$ cat config.mk
export PLATFORM = sky130hd
export DESIGN_NAME = multiplicador
export DESIGN_NICKNAME = d
export VERILOG_FILES = /design/src/rtl/alu_pkg.sv /design/src/rtl/init_edge.sv /design/src/rtl/multiplicador.sv
export SDC_FILE = /design/constraint.sdc
export NUM_CORES = 1
export LEC_CHECK = 0
export CAP_MARGIN = 5
export CORE_MARGIN = 8
export CORE_UTILIZATION = 57
export CTS_CLUSTER_SIZE = 8
export DETAILED_ROUTE_END_ITERATION = 6
export PLACE_DENSITY = 0.83
export SYNTH_ARGS = -nofsm -noshare
export SYNTH_HDL_FRONTEND = slang
export SYNTH_SLANG_ARGS = --single-unit
$ cat constraint.sdc
create_clock -name clk -period 4.1 [get_ports clk]
set_clock_uncertainty 0.1 [all_clocks]
set_input_delay 0.82 -clock clk [delete_from_list [all_inputs] [get_ports clk]]
set_output_delay 0.82 -clock clk [all_outputs]
set_load 0.01 [all_outputs]
$ cat src/rtl/alu_pkg.sv
// alu_pkg -- definitions shared by the ALU sequential arithmetic blocks
// (restoring divider and shift-and-add multiplier).
//   ALU_WIDTH   : default operand width, so both blocks agree
//   alu_state_e : 3-bit FSM state encoding common to both blocks
package alu_pkg;

  localparam int ALU_WIDTH = 3;

  typedef enum logic [2:0] {
    ST_IDLE  = 3'd0,
    ST_CHECK = 3'd1,
    ST_ADD   = 3'd2,
    ST_SHIFT = 3'd3,
    ST_END   = 3'd4
  } alu_state_e;

endpackage

$ cat src/rtl/init_edge.sv
// init_edge -- rising-edge detector for the init/done start handshake.
// Ports:
//   clk   in  system clock
//   rst_n in  synchronous active-low reset
//   init  in  start request level
//   start out one-cycle pulse when init goes low->high
// init_q resets to 1, so an init that is already high when reset is
// released does not start an operation; it must go low first.
module init_edge (
  input  logic clk,
  input  logic rst_n,
  input  logic init,
  output logic start
);

  logic init_q;
  logic init_d;

  // Next value of the init history flop: simply follow init.
  always_comb begin
    init_d = init;
  end

  // Init history register, reset high to suppress a start out of reset.
  always_ff @(posedge clk) begin
    if (!rst_n) begin
      init_q <= 1'b1;
    end else begin
      init_q <= init_d;
    end
  end

  assign start = init & ~init_q;

endmodule

$ cat src/rtl/multiplicador.sv
// multiplicador -- sequential shift-and-add unsigned multiplier.
// One multiplier bit per CHECK/[ADD]/SHIFT pass; the product is held on PP
// with done=1 until the next accepted start.
// Ports:
//   clk   in  system clock (rising edge)
//   rst_n in  synchronous active-low reset
//   MD    in  multiplicand, sampled on the accept edge only
//   MR    in  multiplier, sampled on the accept edge only
//   init  in  start request, rising-edge triggered
//   PP    out 2*WIDTH-bit product (registered)
//   done  out result-valid flag (registered, sticky)
module multiplicador
  import alu_pkg::*;
#(
  parameter int WIDTH = ALU_WIDTH
) (
  input  logic               clk,
  input  logic               rst_n,
  input  logic [WIDTH-1:0]   MD,
  input  logic [WIDTH-1:0]   MR,
  input  logic               init,
  output logic [2*WIDTH-1:0] PP,
  output logic               done
);

  localparam int CNT_W = $clog2(WIDTH + 1);

  logic start;

  alu_state_e state_q, state_d;

  logic [2*WIDTH-1:0] md_q, md_d;
  logic [WIDTH-1:0]   mr_q, mr_d;
  logic [CNT_W-1:0]   count_q, count_d;
  logic [2*WIDTH-1:0] pp_q, pp_d;
  logic               done_q, done_d;

  init_edge u_init_edge (
    .clk   (clk),
    .rst_n (rst_n),
    .init  (init),
    .start (start)
  );

  // Next-state and datapath update; every register holds unless its state acts.
  always_comb begin
    state_d = state_q;
    md_d    = md_q;
    mr_d    = mr_q;
    count_d = count_q;
    pp_d    = pp_q;
    done_d  = done_q;

    case (state_q)
      ST_IDLE: begin
        // start is only honoured here; edges while busy are dropped.
        if (start) begin
          md_d    = {{WIDTH{1'b0}}, MD};
          mr_d    = MR;
          pp_d    = {(2*WIDTH){1'b0}};
          count_d = CNT_W'(WIDTH);
          done_d  = 1'b0;
          state_d = ST_CHECK;
        end else begin
          state_d = ST_IDLE;
        end
      end
      ST_CHECK: begin
        if (mr_q[0]) begin
          state_d = ST_ADD;
        end else begin
          state_d = ST_SHIFT;
        end
      end
      ST_ADD: begin
        // md_q is at most (2^WIDTH-1)<<(WIDTH-1); the sum cannot wrap.
        pp_d    = pp_q + md_q;
        state_d = ST_SHIFT;
      end
      ST_SHIFT: begin
        md_d    = md_q << 1;
        mr_d    = mr_q >> 1;
        count_d = count_q - CNT_W'(1);
        if (count_q == CNT_W'(1)) begin
          state_d = ST_END;
        end else begin
          state_d = ST_CHECK;
        end
      end
      ST_END: begin
        done_d  = 1'b1;
        state_d = ST_IDLE;
      end
      default: begin
        state_d = ST_IDLE;
      end
    endcase
  end

  // FSM state register.
  always_ff @(posedge clk) begin
    if (!rst_n) begin
      state_q <= ST_IDLE;
    end else begin
      state_q <= state_d;
    end
  end

  // Datapath and output registers.
  always_ff @(posedge clk) begin
    if (!rst_n) begin
      md_q    <= {(2*WIDTH){1'b0}};
      mr_q    <= {WIDTH{1'b0}};
      count_q <= {CNT_W{1'b0}};
      pp_q    <= {(2*WIDTH){1'b0}};
      done_q  <= 1'b0;
    end else begin
      md_q    <= md_d;
      mr_q    <= mr_d;
      count_q <= count_d;
      pp_q    <= pp_d;
      done_q  <= done_d;
    end
  end

  assign PP   = pp_q;
  assign done = done_q;

endmodule

==> flow_results.xml, run 1 <==
<?xml version="1.0" encoding="UTF-8"?>
<metrics>
  <group name="global_routing">
    <metric name="grt_overflow_total" unit="">0</metric>
    <metric name="grt_use_total" unit="%">13.4</metric>
    <metric name="grt_pass1_wl" unit="um">3790</metric>
    <metric name="antenna_found_initial" unit="">0</metric>
    <metric name="maximum_number_of_pins_on_one_net_before_global_route_repair" unit="">20</metric>
    <metric name="first_global_vias" unit="">896</metric>
  </group>
  <group name="floorplan">
    <metric name="floorplan.die.width" unit="um">60.8</metric>
    <metric name="row_count" unit="">16</metric>
    <metric name="die-area" unit="um^2">3690</metric>
    <metric name="core_region" unit="um^2">1920</metric>
    <metric name="floorplan.io_pins" unit="">16</metric>
    <metric name="initial_core_util" unit="%">59.4</metric>
    <metric name="die_height" unit="um">60.8</metric>
  </group>
  <group name="synthesis">
    <metric name="async_flop_share" unit="%">0</metric>
    <metric name="synth-warning-count" unit="">0</metric>
    <metric name="synth-xor-area-share" unit="%">2.30</metric>
    <metric name="synthCells" unit="">124</metric>
    <metric name="synth-compound-area-share" unit="%">15.4</metric>
    <metric name="synth_enable_flop_cells" unit="">0</metric>
    <metric name="top_count_cell_post_synth" unit="">dfxtp_1</metric>
    <metric name="synth_area_leader_cell" unit="">dfxtp_1</metric>
    <metric name="netlist_top_cells_count" unit="">dfxtp_1, nor2_1, nand3_1, a21oi_1, nand2_1</metric>
    <metric name="synth_flop_cell" unit="">dfxtp_1</metric>
    <metric name="post_synth_instance_area" unit="um^2">1140</metric>
    <metric name="netlist_top_cells_area" unit="">dfxtp_1, ha_1, mux2i_1, buf_6, nand3_1</metric>
    <metric name="synth_fa_ha_area_share" unit="%">8.32</metric>
    <metric name="synth_top_family_by_area" unit="">simple AND/OR/NAND/NOR gates</metric>
    <metric name="postSynthNetCount" unit="">140</metric>
    <metric name="synth_mux_area_share" unit="%">6.13</metric>
    <metric name="ys_ff_latch" unit="">22</metric>
    <metric name="yosys.area.top_type_share" unit="%">38.6</metric>
    <metric name="synth-simple-area-share" unit="%">21.2</metric>
    <metric name="synth-seq-area-share" unit="%">38.6</metric>
    <metric name="synthesis.area_per_instance" unit="um^2">9.21</metric>
    <metric name="synth_cell_type_count" unit="">34</metric>
  </group>
  <group name="clocking">
    <metric name="post_cts.repair.setup_buffers" unit="">0</metric>
    <metric name="cts_inserted_buffers" unit="">3</metric>
    <metric name="cts_hold_repair.buffers" unit="">0</metric>
    <metric name="cts_root_buf" unit="">clkbuf_4</metric>
    <metric name="tritoncts" unit="">done</metric>
    <metric name="postCtsResizedCells" unit="">0</metric>
    <metric name="clock_insertion_delay_worst_skew" unit="ns">0.31</metric>
    <metric name="cts_clk_pin_slew_worst_paths" unit="ns">0.13</metric>
    <metric name="cts-root-to-sink-buffers" unit="">2</metric>
    <metric name="tritoncts_num_sinks" unit="">22</metric>
    <metric name="cts.htree.levels" unit="">1</metric>
  </group>
  <group name="pwr">
    <metric name="leakagePower" unit="nW">0.567</metric>
    <metric name="peakVddDrop" unit="V">0.000352</metric>
    <metric name="p_per_area" unit="nW/um^2">381</metric>
  </group>
  <group name="worst_setup_path">
    <metric name="critical_path_class" unit="">in -&gt; reg</metric>
    <metric name="worst_path_slowest_cell" unit="">nand3_1</metric>
    <metric name="critical_path.max_fanout" unit="">19</metric>
    <metric name="type_of_element_launching_the_critical_path" unit="">primary input</metric>
    <metric name="critical-path-top-delay-family" unit="">simple AND/OR/NAND/NOR gates</metric>
    <metric name="worstSetupEndpointType" unit="">flip-flop</metric>
    <metric name="setup.reg_to_reg.worst_slack" unit="ns">2.17</metric>
    <metric name="worst-endpoint-required" unit="ns">4.23</metric>
    <metric name="cp.arrival" unit="ns">2.42</metric>
    <metric name="cp.buffers_inverters" unit="">1</metric>
    <metric name="timing.critical_path.cells" unit="">clkdlybuf4s50_1, nand3_1, mux2i_1, a211oi_1</metric>
    <metric name="critPathMaxStageDelay" unit="ns">0.56</metric>
  </group>
  <group name="flow_run">
    <metric name="max_cap_viol_count" unit="">0</metric>
  </group>
  <group name="route">
    <metric name="maxUsedRoutingLayer" unit="">met4</metric>
    <metric name="detailroute.wirelength.met3" unit="um">82</metric>
    <metric name="drt-initial-drc-count" unit="">15</metric>
    <metric name="first_pass_iteration_count_of_the_detailed_router" unit="">4</metric>
    <metric name="dr_total_vias" unit="">911</metric>
    <metric name="finalWirelength" unit="um">2200</metric>
    <metric name="routed_via_density" unit="">5.62</metric>
    <metric name="ant_nets" unit="">0</metric>
    <metric name="detail_route.wl_per_cell" unit="um">13.6</metric>
    <metric name="detail_route.wirelength.met1" unit="um">1010</metric>
    <metric name="wl_met2" unit="um">1060</metric>
    <metric name="post-route-drc-count" unit="">0</metric>
  </group>
  <group name="sta">
    <metric name="fmaxAchievable" unit="MHz">436</metric>
    <metric name="final_min_period_over_clock_period" unit="%">56.0</metric>
    <metric name="finalHoldViolations" unit="">0</metric>
    <metric name="timing.max_slew.rel_slack" unit="%">46.0</metric>
    <metric name="setup-violations-final" unit="">0</metric>
    <metric name="slew_viol_final" unit="">0</metric>
    <metric name="final_critical_delay_including_setup_and_external_delays" unit="ns">2.30</metric>
    <metric name="worstMarginPinSlew" unit="ns">0.808</metric>
    <metric name="totalNegativeSetupSlack" unit="ns">0</metric>
    <metric name="rsz0062_at_grt" unit="">no</metric>
  </group>
  <group name="cells_and_area">
    <metric name="layout-drive-gt1-share" unit="%">5.19</metric>
    <metric name="final_area" unit="um^2">1300</metric>
    <metric name="fillCellCount" unit="">160</metric>
    <metric name="syn2layout_area_growth" unit="%">13.7</metric>
    <metric name="nets" unit="">152</metric>
    <metric name="n_antenna_cell" unit="">0</metric>
  </group>
  <group name="placed_design">
    <metric name="dpl_cell_area" unit="um^2">1250</metric>
    <metric name="routabilityCongestion" unit="">0.721</metric>
    <metric name="io_buffer_count" unit="">15</metric>
    <metric name="detailedPlacementHpwl" unit="um">1630</metric>
  </group>
  <group name="outcome">
    <metric name="run_status" unit="">finished clean</metric>
  </group>
  <group name="hold_path">
    <metric name="timing.hold.worst.class" unit="">reg -&gt; reg</metric>
  </group>
</metrics>
-- layout make-up --
cell class | instances | area [um^2] | share of cell area [%]
multi-input combinational | 91 | 611 | 47.0
sequential | 22 | 440 | 33.9
timing repair buffer | 15 | 150 | 11.6
tap | 27 | 33.8 | 2.60
clock inverter | 1 | 30.0 | 2.31
clock buffer | 3 | 22.5 | 1.73
inverter | 3 | 11.3 | 0.867
-- worst reg2reg max path, stage by stage, from the launching register on --
cell and delay [ns]:
dfxtp_1 0.42, nor2_1 0.17, nand3_1 0.58, mux2i_1 0.29, a211oi_1 0.28
-- layer usage --
layer,global-route usage (%),vias to the layer above
li1,-,463
met1,14.5,421
met2,23.7,20
met3,2.75,7
met4,6.98,0
met5,0,-
-- sequential cells by signal, indices dropped and copies added (netlist names) --
register	count
PP	6
state_q	3
u_init_edge.init_q	1
done	1
mr_q	3
md_q	6
count_q	2
-- metrics by stage --
stage	instances	worst slack [ns]	hold slack, ns	total power [mW]	util (%)
after global routing	162	1.68	0.405	0.518	67.6
after floorplan	124	2.39	0.341	0.324	-
after global placement	158	1.57	0.361	0.327	64.8
final	162	1.80	0.386	0.494	67.6
after CTS	162	1.80	0.389	0.496	67.6
after detailed placement	158	1.48	0.372	0.331	64.8
-- cell usage in the layout, fill, tap and decap left out, types with 4 or more instances in the layout --
master,netlist,final
mux2i_1,7,7
nand3_1,11,11
a211oi_1,5,5
ha_1,6,6
o21ai_0,4,4
nor2_1,12,12
nand2_1,8,8
a21oi_1,9,9
dfxtp_1,22,22
clkdlybuf4s50_1,0,15
-- where the power goes --
| group | switching [mW] | internal [mW] |
|---|---|---|
| Combinational | 0.0423 | 0.0362 |
| Sequential | 0.0185 | 0.229 |
| Clock | 0.0698 | 0.0989 |
-- cells by family (layout without fill, tap and decap cells) --
family                     Yosys count  after routing
DFF                                 22             22
buffers and inverters               11             22
muxes                                7              7
adders and majority gates            7              7
and+or+nand+nor                     46             46
AOI/OAI and AO/OA                   28             28
xor gates and xnor gates             3              3
-- final timing paths --
path | from | end | depth (start not counted)
setup / recovery | init | mr_q[1]$_SDFFE_PN0P_ | 4
hold / removal | count_q[1]$_SDFFE_PN0P_ | count_q[1]$_SDFFE_PN0P_ | 2
setup reg to reg | state_q[0]$_SDFF_PN0_ | mr_q[1]$_SDFFE_PN0P_ | 4
hold reg to reg | count_q[1]$_SDFFE_PN0P_ | count_q[1]$_SDFFE_PN0P_ | 2
Note: power is estimated with default switching activity, not from simulation.
==> run 2, diff against run 1 <==
- CORE_UTILIZATION: 57 -> 47
- PLACE_DENSITY: 0.83 -> 0.73
- clock period: 4.1 -> 2.1 ns (I/O delays scaled with it)
==> flow_results.xml, run 2 (synthesis gave the netlist of run 1 again) <==
<?xml version="1.0" encoding="UTF-8"?>
<metrics>
  <group name="hold_path">
    <metric name="timing.hold.worst.class" unit="">reg -&gt; reg</metric>
  </group>
  <group name="pwr">
    <metric name="leakagePower" unit="nW">0.575</metric>
    <metric name="p_per_area" unit="nW/um^2">671</metric>
    <metric name="peakVddDrop" unit="V">0.000529</metric>
  </group>
  <group name="sta">
    <metric name="worst_hold_slack" unit="ns">0.388</metric>
    <metric name="final_critical_delay_including_setup_and_external_delays" unit="ns">1.84</metric>
    <metric name="totalNegativeSetupSlack" unit="ns">0</metric>
    <metric name="final_min_period_over_clock_period" unit="%">87.5</metric>
    <metric name="finalHoldViolations" unit="">0</metric>
    <metric name="setup-violations-final" unit="">0</metric>
    <metric name="worstMarginPinSlew" unit="ns">0.502</metric>
    <metric name="postLayoutSetupSlackWorst" unit="ns">0.263</metric>
    <metric name="timing.max_slew.rel_slack" unit="%">66.6</metric>
    <metric name="slew_viol_final" unit="">0</metric>
    <metric name="fmaxAchievable" unit="MHz">544</metric>
    <metric name="rsz0062_at_grt" unit="">no</metric>
  </group>
  <group name="placed_design">
    <metric name="io_buffer_count" unit="">15</metric>
    <metric name="detailedPlacementHpwl" unit="um">1740</metric>
    <metric name="pre_cts_slack" unit="ns">0.357</metric>
    <metric name="dp.cells" unit="">163</metric>
    <metric name="routabilityCongestion" unit="">0.839</metric>
  </group>
  <group name="route">
    <metric name="finalWirelength" unit="um">2360</metric>
    <metric name="detail_route.wl_per_cell" unit="um">14.1</metric>
    <metric name="ant_nets" unit="">0</metric>
    <metric name="drt-initial-drc-count" unit="">32</metric>
    <metric name="dr_total_vias" unit="">926</metric>
    <metric name="routed_via_density" unit="">5.54</metric>
    <metric name="first_pass_iteration_count_of_the_detailed_router" unit="">5</metric>
    <metric name="post-route-drc-count" unit="">0</metric>
  </group>
  <group name="cells_and_area">
    <metric name="finished_layout_cells" unit="">167</metric>
    <metric name="n_antenna_cell" unit="">0</metric>
    <metric name="nets" unit="">154</metric>
    <metric name="syn2layout_area_growth" unit="%">15.0</metric>
    <metric name="commonest_cells_after_routing_fill_and_taps_aside" unit="">dfxtp_1, clkdlybuf4s50_1, nor2_1</metric>
    <metric name="seqCellArea" unit="um^2">440</metric>
    <metric name="fillCellCount" unit="">245</metric>
    <metric name="layout.cells.most_common" unit="">dfxtp_1</metric>
    <metric name="layout-drive-gt1-share" unit="%">6.57</metric>
    <metric name="multi_input_area" unit="um^2">611</metric>
  </group>
  <group name="floorplan">
    <metric name="row_count" unit="">18</metric>
    <metric name="floorplan.io_pins" unit="">16</metric>
    <metric name="die_height" unit="um">65.3</metric>
    <metric name="floorplan.die.width" unit="um">65.3</metric>
    <metric name="core_region" unit="um^2">2390</metric>
    <metric name="initial_core_util" unit="%">47.9</metric>
    <metric name="die-area" unit="um^2">4260</metric>
  </group>
  <group name="clocking">
    <metric name="cts_hold_repair.buffers" unit="">0</metric>
    <metric name="cts_root_buf" unit="">clkbuf_4</metric>
    <metric name="cts.htree.levels" unit="">1</metric>
    <metric name="cts-root-to-sink-buffers" unit="">2</metric>
    <metric name="clock_insertion_delay_worst_skew" unit="ns">0.31</metric>
    <metric name="tritoncts_num_sinks" unit="">22</metric>
    <metric name="cts_clk_pin_slew_worst_paths" unit="ns">0.12</metric>
    <metric name="post_cts.repair.setup_buffers" unit="">0</metric>
    <metric name="tritoncts" unit="">done</metric>
    <metric name="cts_inserted_buffers" unit="">3</metric>
    <metric name="postCtsResizedCells" unit="">0</metric>
  </group>
  <group name="worst_setup_path">
    <metric name="worstSetupEndpointType" unit="">output pin</metric>
    <metric name="critical_path.max_fanout" unit="">4</metric>
    <metric name="timing.critical_path.cells" unit="">clkdlybuf4s50_1</metric>
    <metric name="critical_path_class" unit="">reg -&gt; out</metric>
    <metric name="type_of_element_launching_the_critical_path" unit="">flip-flop</metric>
    <metric name="cp.arrival" unit="ns">1.32</metric>
    <metric name="cp.buffers_inverters" unit="">1</metric>
    <metric name="worst_path_slowest_cell" unit="">clkdlybuf4s50_1</metric>
    <metric name="worst-endpoint-required" unit="ns">1.58</metric>
    <metric name="critPathMaxStageDelay" unit="ns">0.57</metric>
    <metric name="critical-path-top-delay-family" unit="">buffers and inverters</metric>
  </group>
  <group name="global_routing">
    <metric name="first_global_vias" unit="">903</metric>
    <metric name="grt_pass1_wl" unit="um">4030</metric>
    <metric name="grt_use_total" unit="%">11.8</metric>
    <metric name="antenna_found_initial" unit="">0</metric>
    <metric name="maximum_number_of_pins_on_one_net_before_global_route_repair" unit="">20</metric>
    <metric name="grt_overflow_total" unit="">0</metric>
  </group>
  <group name="flow_run">
    <metric name="max_cap_viol_count" unit="">0</metric>
  </group>
  <group name="outcome">
    <metric name="run_status" unit="">finished clean</metric>
  </group>
</metrics>
## run 2: changes by cell type in the layout (fill, tap and decap cells not counted), sizes merged
cell / change
bufinv: -1
clkbuf: +1
buf: +2
## run 2: cell type report
class                   count  share of cell area (%)
well taps                  30                    2.86
inverters                   3                   0.857
repair buffers             17                    13.5
clock buffers               4                    2.76
flip-flops and latches     22                    33.5
multi-input cells          91                    46.5
## run 2: metal layers
metal  vias to the layer above  wire (um)  share of wire (%)  global-route usage [%]
met3                         8         94                4.0                    2.89
met4                         0         46                1.9                    4.63
li1                        461          -                  -                       -
met5                         -          0                  0                       0
met1                       436       1020                 43                    12.6
met2                        21       1200                 51                    21.5
## run 2: power breakdown
group	total (mW)	internal (mW)	switching (mW)
clock network	0.233	0.106	0.128
registers	0.485	0.446	0.0388
logic	0.163	0.0776	0.0850
## run 2: worst reg2reg max path: cells and delay by family, from the launching register on
kind                     cells  cell delay, ns
AO/OA/AOI/OAI                3            0.40
adder cells (fa/ha/maj)      2            0.64
XOR/XNOR                     1            0.16
flip-flops                   1            0.36
## run 2: final timing paths
path,from,end,slack (ns),depth (start not counted)
max,PP[1]$_SDFFE_PN0P_,PP[1],0.26,1
min,count_q[1]$_SDFFE_PN0P_,count_q[1]$_SDFFE_PN0P_,0.39,2
max reg2reg,md_q[0]$_SDFFE_PN0P_,PP[4]$_SDFFE_PN0P_,0.33,6
min reg2reg,count_q[1]$_SDFFE_PN0P_,count_q[1]$_SDFFE_PN0P_,0.39,2
## run 2: through the flow
| stage | total power [mW] | util (%) | instance area [um^2] |
|---|---|---|---|
| 2_1_floorplan | 0.633 | - | 1140 |
| 3_3_place_gp | 0.648 | 53.5 | 1280 |
| 3_5_place_dp | 0.657 | 53.5 | 1280 |
| 4_1_cts | 0.891 | 55.0 | 1310 |
| 5_1_grt | 0.930 | 55.0 | 1310 |
| 6_report | 0.881 | 55.0 | 1310 |
